==> config.mk <==
export PLATFORM = sky130hd
export DESIGN_NAME = pipelined_add_sub
export DESIGN_NICKNAME = d
export VERILOG_FILES = /design/src/rtl/pipelined_add_sub.sv
export SDC_FILE = /design/constraint.sdc
export NUM_CORES = 1
export LEC_CHECK = 0
export ABC_AREA = 1
export CORE_MARGIN = 1
export CORE_UTILIZATION = 28
export DETAILED_ROUTE_END_ITERATION = 12
export GPL_TIMING_DRIVEN = 1
export PLACE_DENSITY_LB_ADDON = 0.15
export SLEW_MARGIN = 40
export SYNTH_ARGS = -nofsm -noshare
export SYNTH_HDL_FRONTEND = slang
export SYNTH_SLANG_ARGS = --single-unit
==> constraint.sdc <==
create_clock -name clk -period 3.1 [get_ports clk]
set_clock_uncertainty 0.1 [all_clocks]
set_input_delay 0.465 -clock clk [delete_from_list [all_inputs] [get_ports clk]]
set_output_delay 0.465 -clock clk [all_outputs]
set_load 0.01 [all_outputs]
==> src/rtl/pipelined_add_sub.sv <==
// pipelined_add_sub: add/subtract unit that resolves one WIDTH/STAGES-bit slice per stage, with carry, overflow and zero flags
module pipelined_add_sub #(
  parameter int WIDTH = 32,
  parameter int STAGES = 2
) (
  input  logic             clk,
  input  logic             rst_n,
  input  logic             flush,
  input  logic             in_valid,
  output logic             in_ready,
  input  logic [WIDTH-1:0] operand_a,
  input  logic [WIDTH-1:0] operand_b,
  input  logic             sub,
  input  logic             carry_in,
  output logic             out_valid,
  input  logic             out_ready,
  output logic [WIDTH-1:0] result,
  output logic             carry_out,
  output logic             overflow,
  output logic             zero
);
  localparam int SLICE = WIDTH / STAGES;
  logic [WIDTH-1:0] a_q [STAGES];
  logic [WIDTH-1:0] b_q [STAGES];
  logic [WIDTH-1:0] r_q [STAGES];
  logic [WIDTH-1:0] ia [STAGES];
  logic [WIDTH-1:0] ib [STAGES];
  logic [WIDTH-1:0] nr [STAGES];
  logic [SLICE:0] s [STAGES];
  logic c_q [STAGES];
  logic v_q [STAGES];
  logic ic [STAGES];
  logic iv [STAGES];
  logic en [STAGES];
  logic ov_q, z_q;
  always_comb begin
    en[STAGES-1] = !v_q[STAGES-1] || out_ready;
    for (int k = STAGES - 2; k >= 0; k--) en[k] = !v_q[k] || en[k+1];
    in_ready = !flush && en[0];
    ia[0] = operand_a;
    ib[0] = sub ? ~operand_b : operand_b;
    nr[0] = '0;
    ic[0] = sub | carry_in;
    iv[0] = in_valid && in_ready;
    for (int k = 1; k < STAGES; k++) begin
      ia[k] = a_q[k-1];
      ib[k] = b_q[k-1];
      nr[k] = r_q[k-1];
      ic[k] = c_q[k-1];
      iv[k] = v_q[k-1];
    end
    // each stage overwrites only its own slice; lower slices ride along unchanged
    for (int k = 0; k < STAGES; k++) begin
      s[k] = {1'b0, ia[k][k*SLICE +: SLICE]} + {1'b0, ib[k][k*SLICE +: SLICE]} + {{SLICE{1'b0}}, ic[k]};
      nr[k][k*SLICE +: SLICE] = s[k][SLICE-1:0];
    end
  end
  always_ff @(posedge clk or negedge rst_n) begin
    if (!rst_n) begin
      for (int k = 0; k < STAGES; k++) begin
        v_q[k] <= 1'b0;
        a_q[k] <= '0;
        b_q[k] <= '0;
        r_q[k] <= '0;
        c_q[k] <= 1'b0;
      end
      ov_q <= 1'b0;
      z_q <= 1'b0;
    end else begin
      for (int k = 0; k < STAGES; k++) begin
        v_q[k] <= flush ? 1'b0 : en[k] ? iv[k] : v_q[k];
        if (en[k] && iv[k]) begin
          a_q[k] <= ia[k];
          b_q[k] <= ib[k];
          r_q[k] <= nr[k];
          c_q[k] <= s[k][SLICE];
        end
      end
      if (en[STAGES-1] && iv[STAGES-1]) begin
        ov_q <= (ia[STAGES-1][WIDTH-1] == ib[STAGES-1][WIDTH-1]) && (nr[STAGES-1][WIDTH-1] != ia[STAGES-1][WIDTH-1]);
        z_q <= nr[STAGES-1] == '0;
      end
    end
  end
  assign out_valid = v_q[STAGES-1];
  assign result = r_q[STAGES-1];
  assign carry_out = c_q[STAGES-1];
  assign overflow = ov_q;
  assign zero = z_q;
endmodule

==> impl_metrics.yaml <==
status:
  status: "finished, violations left"
  violations: "DRC"
worst_setup_path:
  reg2reg_from: "a_q[48]"
  cp.arrival_ns: 2.77
  required_ns: 3.22
  cp-start-kind: "input pin"
  path_buf_inv: 2
  cp_top_family: "adder cells"
  crit_cells: 12
  timing.rr.end: "zero"
  critical-path-slowest-cell: "fa_1"
  critical_path_class: "input pin to flip-flop"
  r2r_setup_slack_ns: 0.58
  r2r_cells: 13
  crit_chain: "clkdlybuf4s50_1 > or2_2 > fa_1 > fa_1 > nand3_1 > nand3_1 > inv_2 > o21bai_2 > nand2_1 > nand2_1 > o21ai_0 > o21ai_0"
  critPathMaxFanout: 4
  cp-end-kind: "flip-flop"
  critPathMaxStageDelay_ns: 0.43
detailed_routing:
  dr.max_layer_used: "met4"
  drc: 20
  routed_wl_um: 13900
  wl_per_cell_um: 13.7
  viasPerCell: 4.48
  drtIter0Drc: 254
  routed-wl-met3_um: 630
  wl_met1_um: 7580
  drt.antenna.violating_nets: 0
  drtPass1Iterations: 9
  met2WireLength_um: 5510
  vias: 4538
grt:
  grt_max_degree: 87
  grt_first_pass_wirelength_um: 22900
  grt_usage_pct: 15.2
  antenna_found_initial: 0
  grt_pass1_vias: 4393
  grt_overflow: 0
logic_synthesis:
  syn_nets: 783
  ys_ff_latch: 86
  syn_inst: 678
  synth_area_leaders: "dfrtp_1, nand2_1, ha_1"
  synth_ff_type: "dfrtp_1"
  synth_cell_type_count: 34
  synth_common_cells: "nand2_1, dfrtp_1, inv_1, o21ai_0, nor2_1"
  synth-async-reset-ratio_pct: 100
  synth_edf_count: 0
  yosysSeqAreaShare_pct: 41.3
  synth_area_leader_cell: "dfrtp_1"
  yosysTopAreaCellShare_pct: 41.3
  yosys_warnings: 0
  syn_avg_cell_area_sq_um: 7.69
  synthesis.area_sq_mm: 0.00521
  synth.most_common_cell: "nand2_1"
sta:
  tightest_slew_ns: 0.699
  clock.fmax_mhz: 376
  setup_viol: 0
  hold_violations: 0
  slew_violations: 0
  finalCriticalPeriod_ns: 2.66
  finalSetupTns_ns: 0
  relSlewSlack_pct: 53.4
  rsz0062_at_grt: "false"
  period_share_pct: 85.7
die:
  core_area_sq_mm: 0.0181
  dieArea_sq_mm: 0.0192
  die_w_um: 138
  die_h_um: 138
  rows: 49
  pin_count: 108
  start_util_pct: 28.8
clock_network:
  clk_latency_ns: 0.35
  cts_resized: 0
  postCtsSetupBuffers: 0
  numCtsBuffers: 9
  cts_root_buffer: "clkbuf_16"
  cts_tree: "done"
  cts.sinks: 86
  clockBufferDepth: 2
  postCtsHoldBufs: 0
  clk_pin_slew_ns: 0.06
  cts.htree.levels: 3
final_layout:
  drive_gt1_share_pct: 5.73
  design_area_sq_mm: 0.00679
  nets: 885
  syn_to_final_growth_pct: 30.3
  diodes: 0
  num-fill-cells: 1878
placed_design:
  dpl.hpwl_um: 11000
  placed_area_sq_mm: 0.00652
  gp_congestion: 0.777
  io_buffers: 107
worst_hold_path:
  hold_path.class: "input pin to async pin"
power:
  p_per_area_mw_per_mm2: 604
  peakVddDrop_uv: 256
  p_leak_nw: 3.32
job:
  drv_cap: 0
==> cells by family after synthesis <==
family	share of synthesized area (%)
compound gates	10.6
buf+inv	6.29
xor+xnor	6.55
flops	41.3
simple gates	26.6
fa+ha+maj	8.74
==> where the power goes <==
group          switching [mW]  total [mW]  internal, mW
Combinational           0.847        1.56         0.711
Sequential              0.171        1.55          1.37
Clock                   0.457        1.00         0.543
==> worst reg2reg max path, stage by stage, from the launching register on <==
cell      delay (ns)
dfrtp_1         0.40
fa_1            0.49
fa_1            0.46
nand3_1         0.14
nand2_1         0.08
nand2_1         0.08
nand2_1         0.07
nand2_1         0.10
nand3b_1        0.09
nand2_2         0.09
nand2_1         0.06
nor2_1          0.14
nand3_1         0.10
nand2_1         0.06
==> metrics by stage <==
| stage | hold WS (ns) | std cells | util (%) | worst slack (ns) | total power, mW |
|---|---|---|---|---|---|
| 3_5_place_dp | 0.366 | 998 | 36.0 | 0.100 | 3.14 |
| 5_1_grt | 0.123 | 1014 | 37.6 | 0.247 | 4.41 |
| 4_1_cts | 0.105 | 1014 | 37.5 | 0.456 | 4.16 |
| 6_report | 0.0656 | 1014 | 37.6 | 0.443 | 4.10 |
| 3_3_place_gp | 0.366 | 998 | 36.0 | 0.110 | 3.12 |
| 2_1_floorplan | 0.0694 | 678 | - | 0.290 | 2.44 |
==> per-layer routing <==
| layer | track usage, % | vias up |
|---|---|---|
| met4 | 4.79 | 0 |
| met1 | 22.9 | 2046 |
| li1 | - | 2379 |
| met5 | 0 | - |
| met2 | 21.5 | 102 |
| met3 | 3.26 | 11 |
==> placed cells by master, fill, tap and decap left out, types with 11 or more instances in the layout <==
master and n:
xnor2_1 20, nand3_1 29, xor2_1 19, inv_1 57, a21oi_1 27, nand2_1 234
nor2_1 41, clkdlybuf4s50_1 105, ha_1 30, dfrtp_1 86, o21ai_0 44, nand2_2 11
o21ai_1 15
==> layout make-up <==
class / count / area [sq um] / share of cell area, %
Clock buffer: 11 / 233 / 3.43
Clock inverter: 5 / 36.3 / 0.534
Inverter: 62 / 233 / 3.43
Multi-Input combinational cell: 509 / 2730 / 40.2
Sequential cell: 86 / 2150 / 31.7
Tap cell: 229 / 287 / 4.22
Timing Repair Buffer: 112 / 1120 / 16.5
==> worst max path at each step <==
stage | startpoint | to | slack [ns]
2_1_floorplan | sub | nr[12] | 0.29
3_3_place_gp | carry_in | nr[12] | 0.11
3_5_place_dp | carry_in | nr[12] | 0.10
4_1_cts | carry_in | nr[12] | 0.46
5_1_grt | carry_in | nr[12] | 0.25
6_report | carry_in | nr[10] | 0.44
==> state kept, by name (all words and copies together), names as in the netlist <==
register and cells:
c_q 1, nr 16, b_q 16, result 32
overflow 1, iv 1, zero 1, a_q 16
out_valid 1, carry_out 1
No activity file was read; power rests on OpenSTA's default activity.
